`config.mk`:
```
export PLATFORM = sky130hd
export DESIGN_NAME = csr_hpm_counter_bank
export DESIGN_NICKNAME = d
export VERILOG_FILES = /design/src/rtl/csr_hpm_counter_bank.sv
export SDC_FILE = /design/constraint.sdc
export NUM_CORES = 1
export LEC_CHECK = 0
export ABC_AREA = 1
export ABC_CLOCK_PERIOD_IN_PS = 4400
export CORE_MARGIN = 4
export CORE_UTILIZATION = 23
export CTS_BUF_LIST = sky130_fd_sc_hd__clkbuf_8
export DETAILED_ROUTE_END_ITERATION = 16
export GPL_ROUTABILITY_DRIVEN = 0
export GPL_TIMING_DRIVEN = 1
export HOLD_SLACK_MARGIN = 0.1
export PLACE_DENSITY = 0.49
export REMOVE_ABC_BUFFERS = 1
export SETUP_SLACK_MARGIN = 0.05
export SYNTH_ARGS = -nofsm -noshare
export SYNTH_HDL_FRONTEND = slang
export SYNTH_SLANG_ARGS = --single-unit
```
`constraint.sdc`:
```
create_clock -name clk -period 4.4 [get_ports clk]
set_clock_uncertainty 0.2 [all_clocks]
set_input_delay 0.88 -clock clk [delete_from_list [all_inputs] [get_ports clk]]
set_output_delay 0.88 -clock clk [all_outputs]
set_load 0.005 [all_outputs]
```
`src/rtl/csr_hpm_counter_bank.sv`:
```
// Programmable HPM counter bank: mhpmcounter/mhpmevent/mcountinhibit with optional overflow flags.
// Overflow flags and IRQ are built only when RSD_HPM_OVERFLOW_IRQ_EN is defined.
module csr_hpm_counter_bank #(
    parameter int unsigned NUM_COUNTERS    = 4,
    parameter int unsigned COUNTER_WIDTH   = 64,
    parameter int unsigned EVENT_SEL_WIDTH = 4
) (
    input  logic                            clk,
    input  logic                            rst,
    input  logic [11:0]                     csrNumber,
    input  logic                            csrWE,
    input  logic [31:0]                     csrWriteData,
    output logic [31:0]                     csrReadOut,
    output logic                            csrHit,
    input  logic [(2**EVENT_SEL_WIDTH)-1:0] eventVec,
    output logic                            overflowIrq
);

    localparam int unsigned NUM_EVENTS = 2 ** EVENT_SEL_WIDTH;
    localparam int unsigned HI_W       = COUNTER_WIDTH - 32;

    logic [NUM_EVENTS-1:0]      r_ev;
    logic [COUNTER_WIDTH-1:0]   r_cnt [NUM_COUNTERS];
    logic [EVENT_SEL_WIDTH-1:0] r_sel [NUM_COUNTERS];
    logic [NUM_COUNTERS-1:0]    r_inhibit;

    logic [COUNTER_WIDTH-1:0]   w_cnt_d [NUM_COUNTERS];
    logic [NUM_COUNTERS-1:0]    w_wr_lo;
    logic [NUM_COUNTERS-1:0]    w_wr_hi;
    logic [NUM_COUNTERS-1:0]    w_wr_evt;
    logic [NUM_COUNTERS-1:0]    w_inc;
    logic [NUM_COUNTERS-1:0]    w_of;

    logic [4:0] w_low;
    logic [4:0] w_idx;
    logic       w_in_range;
    logic       w_sel_inh;
    logic       w_sel_evt;
    logic       w_sel_lo;
    logic       w_sel_hi;

    // Each region is a 32-entry block; slots 3..31 map to counters 0..28.
    assign w_low      = csrNumber[4:0];
    assign w_idx      = w_low - 5'd3;
    assign w_in_range = (w_low >= 5'd3);
    assign w_sel_inh  = (csrNumber[11:5] == 7'h19) && (w_low == 5'd0);
    assign w_sel_evt  = (csrNumber[11:5] == 7'h19) && w_in_range;
    assign w_sel_lo   = (csrNumber[11:5] == 7'h58) && w_in_range;
    assign w_sel_hi   = (csrNumber[11:5] == 7'h5C) && w_in_range;
    assign csrHit     = w_sel_inh | w_sel_evt | w_sel_lo | w_sel_hi;

    always_comb begin
        for (int i = 0; i < NUM_COUNTERS; i++) begin
            w_wr_lo[i]  = csrWE && w_sel_lo  && (w_idx == 5'(i));
            w_wr_hi[i]  = csrWE && w_sel_hi  && (w_idx == 5'(i));
            w_wr_evt[i] = csrWE && w_sel_evt && (w_idx == 5'(i));
            w_inc[i]    = r_ev[r_sel[i]] && (r_sel[i] != '0) && !r_inhibit[i]
                          && !w_wr_lo[i] && !w_wr_hi[i];
            w_cnt_d[i]  = r_cnt[i];
            if (w_wr_lo[i]) begin
                w_cnt_d[i][31:0] = csrWriteData;
            end else if (w_wr_hi[i]) begin
                w_cnt_d[i][COUNTER_WIDTH-1:32] = csrWriteData[HI_W-1:0];
            end else if (w_inc[i]) begin
                w_cnt_d[i] = r_cnt[i] + 1'b1;
            end
        end
    end

    always_comb begin
        csrReadOut = '0;
        if (w_sel_inh) begin
            for (int i = 0; i < NUM_COUNTERS; i++) begin
                csrReadOut[3+i] = r_inhibit[i];
            end
        end
        for (int i = 0; i < NUM_COUNTERS; i++) begin
            if (w_idx == 5'(i)) begin
                if (w_sel_evt) begin
                    csrReadOut[EVENT_SEL_WIDTH-1:0] = r_sel[i];
                    csrReadOut[31]                  = w_of[i];
                end else if (w_sel_lo) begin
                    csrReadOut = r_cnt[i][31:0];
                end else if (w_sel_hi) begin
                    csrReadOut = 32'(r_cnt[i][COUNTER_WIDTH-1:32]);
                end
            end
        end
    end

    always_ff @(posedge clk) begin
        if (rst) begin
            r_ev      <= '0;
            r_inhibit <= '0;
            for (int i = 0; i < NUM_COUNTERS; i++) begin
                r_cnt[i] <= '0;
                r_sel[i] <= '0;
            end
        end else begin
            r_ev <= eventVec;
            if (csrWE && w_sel_inh) begin
                for (int i = 0; i < NUM_COUNTERS; i++) begin
                    r_inhibit[i] <= csrWriteData[3+i];
                end
            end
            for (int i = 0; i < NUM_COUNTERS; i++) begin
                r_cnt[i] <= w_cnt_d[i];
                if (w_wr_evt[i]) begin
                    r_sel[i] <= csrWriteData[EVENT_SEL_WIDTH-1:0];
                end
            end
        end
    end

`ifdef RSD_HPM_OVERFLOW_IRQ_EN
    logic [NUM_COUNTERS-1:0] r_of;
    logic [NUM_COUNTERS-1:0] w_of_d;
    logic                    r_irq;

    // A wrap wins over a software clear in the same cycle.
    always_comb begin
        w_of_d = r_of;
        for (int i = 0; i < NUM_COUNTERS; i++) begin
            if (w_wr_evt[i]) begin
                w_of_d[i] = csrWriteData[31];
            end
            if (w_inc[i] && (&r_cnt[i])) begin
                w_of_d[i] = 1'b1;
            end
        end
    end

    always_ff @(posedge clk) begin
        if (rst) begin
            r_of  <= '0;
            r_irq <= 1'b0;
        end else begin
            r_of  <= w_of_d;
            r_irq <= |r_of;
        end
    end

    assign w_of        = r_of;
    assign overflowIrq = r_irq;
`else
    assign w_of        = '0;
    assign overflowIrq = 1'b0;
`endif

endmodule

```
==> results.py <==
metrics = {
    "finish": {
        "drive_above_1_share_pct": 11.5,
        "layout.cells.non_filler": 5206,
        "finalNetCount": 3941,
        "area_delta_synth_final_pct": 24.9,
    },
    "die": {
        "core_um2": 97000,
        "die_h_um": 321,
        "die_x_um": 321,
        "die_area_um2": 103000,
        "rows": 114,
        "initial_core_util_pct": 23.3,
        "ioPinCount": 97,
    },
    "sta": {
        "tns_ns": 0,
        "finalMaxSlewViolations": 0,
        "setup_viol": 0,
        "period_share_pct": 98.1,
        "slew-limit-headroom_pct": 20.8,
        "min_period_ns": 4.32,
        "hold_violations": 0,
        "tightest_slew_ns": 1.18,
        "fmax_mhz": 232,
        "rsz0062_at_grt": "yes",
    },
    "synthesis": {
        "avgSynthCellArea_um2": 6.08,
        "synth.most_common_cell": "nand2_1",
        "synth_warnings": 0,
        "ys_seq_elements": 292,
        "seq_area_frac_synth_pct": 26.6,
        "synth-edff-count": 16,
        "yosys-top-cells-count": "nand2_1 (844), inv_1 (450), nand3_1 (327)",
        "netlist_area_um2": 22600,
        "synth_area_leaders": "dfxtp_1 (24%), nand2_1 (14%), inv_1 (7.5%), nand3_1 (7.3%), xor2_1 (5.6%)",
        "synth_top_area_share_pct": 24.5,
        "synth.largest_area_cell": "dfxtp_1",
        "synthFlopType": "dfxtp_1",
        "async_flop_share_pct": 0,
        "yosysUniqueCellTypes": 48,
        "postSynthCellCount": 3710,
    },
    "run_status": {
        "outcome": "finished clean",
    },
    "placement": {
        "io_buffers": 95,
        "hpwl_mm": 93.2,
        "dp.cells": 5074,
    },
    "setup_path": {
        "start_kind": "input pin",
        "worstSetupPathType": "input pin to output port",
        "cp.required_ns": 3.32,
        "worstPathArrival_ns": 3.24,
        "timing.rr.start": "r_cnt[2][6]$_SDFFE_PP0P_",
        "startpoint": "csrNumber[4]",
        "path_max_fanout": 25,
        "crit_path_end_kind": "output port",
    },
    "detailed_routing": {
        "drt-total-wl_mm": 122,
        "ant_nets": 0,
        "drcViolationCount": 0,
        "drt-initial-drc-count": 3121,
        "vias": 27800,
        "drtPass1Iterations": 7,
        "avgViaCountPerCell": 5.34,
        "wire_per_inst_um": 23.5,
    },
    "power_and_ir_drop": {
        "peakVddDrop_v": 0.000231,
        "p_leak_uw": 0.00913,
        "power.density_nw_per_um2": 255,
    },
    "clock_network": {
        "numCtsBuffers": 61,
        "postCtsHoldBufs": 0,
        "clkLatencyLatePin_ns": 0.74,
        "cts.sinks": 292,
        "cts.clk_slew.worst_paths_ns": 0.06,
        "cts_tree": "built",
        "h-tree-depth": 2,
        "cts_buffer_depth": 3,
        "cts_root_buf": "clkbuf_8",
    },
    "grt": {
        "antenna_found_initial": 13,
        "grt_max_degree": 87,
        "grt_pass1_wl_mm": 177,
        "grt_use_total_pct": 22.8,
        "grt_pass1_vias": 25900,
        "grt_overflow": 0,
    },
    "min_path": {
        "hold_class": "flop to flop",
        "hp-start": "r_cnt[0][62]$_SDFFE_PP0P_",
    },
    "run": {
        "drv_cap": 0,
    },
}
metal layers:
metal / global-route usage, % / share of wire [%] / vias up
li1: - / - / 12900
met1: 30.3 / 42 / 13000
met2: 34.6 / 42 / 1478
met3: 4.63 / 9.5 / 347
met4: 12.8 / 6.7 / 6
met5: 0 / 0.033 / -
worst max-delay path, cell delays in order:
cell and delay (ns):
clkdlybuf4s15_1 0.37, inv_1 0.14, nand3_4 0.13, nand4_1 0.19
nor2_4 0.20, buf_4 0.16, buf_12 0.17, buf_8 0.17
o221ai_1 0.17, nand3_2 0.16, a21oi_2 0.07, buf_4 0.14
dlygate4sd2_1 0.26
registers in the layout (all words and copies together), names as in the netlist:
| register | flops |
|---|---|
| r_sel | 16 |
| r_cnt | 256 |
| r_ev | 16 |
| r_inhibit | 4 |
cells by family (layout without fill, tap and decap cells):
logic type               Yosys count  after routing  synth area share (%)
flip-flops                       292            292                  26.6
AO/OA/AOI/OAI                    760            760                  20.2
buffers and inverters            662            879                  11.2
AND/OR/NAND/NOR                 1822           1822                  35.1
adder cells (fa/ha/maj)            4              4                 0.222
XOR/XNOR                         169            169                  6.56
other                              1              4                0.0166
final cells by class:
cell class	instances	area [um^2]
Tap cell	1276	1600
Clock buffer	82	1130
Clock inverter	34	292
Inverter	471	1780
Timing Repair Buffer	292	2850
Sequential cell	292	6010
Fill cell	10900	68800
Multi-Input combinational cell	2756	14500
Antenna cell	3	7.51
cells in the final DEF (no fill, tap or decap), types with 50 or more instances in the layout:
master	synthesis	final
nand3_1	327	307
inv_1	450	460
clkbuf_8	0	83
a21oi_1	250	226
buf_4	4	155
xor2_1	144	144
dfxtp_1	276	276
nor2_1	317	308
clkdlybuf4s50_1	0	50
a31oi_1	101	101
nor4_1	57	57
o211ai_1	112	112
nand2_1	844	836
nor3_1	158	158
o21ai_0	191	161
nand4_1	90	90
worst paths after layout:
check,cells past startpoint,to,slack (ns)
min reg2reg,2,r_cnt[0][62]$_SDFFE_PP0P_,0.26
min,2,r_cnt[0][62]$_SDFFE_PP0P_,0.26
max reg2reg,13,r_cnt[2][48]$_SDFFE_PP0P_,0.69
max,13,csrReadOut[11],0.08
power breakdown:
part           switching, uW  leakage, uW  internal, uW  total, uW
clock network           1480     0.000796          1960       3450
logic                    681      0.00595           275        956
registers               65.1      0.00238          2720       2780
through the flow:
step	hold slack (ns)	power [uW]	area, um^2	util, %	worst slack (ns)
floorplan	0.239	3160	21800	-	-2.24
global placement	0.252	3770	26000	26.8	-0.561
detailed placement	0.256	3770	26000	26.8	-0.613
CTS	0.266	7220	28100	29.0	-0.0151
global route	0.285	7400	28200	29.0	0.0408
finish	0.265	7190	28200	29.0	0.0843
what timing repair did:
| action | CTS | global route |
|---|---|---|
| endpoints found under the setup margin | 32 | 32 |
| setup buffers | 14 | 0 |
| pin swaps | 65 | 25 |
| resized for setup | 200 | 34 |
| gates cloned | 2 | 1 |
(Power assumes the default switching activity.)
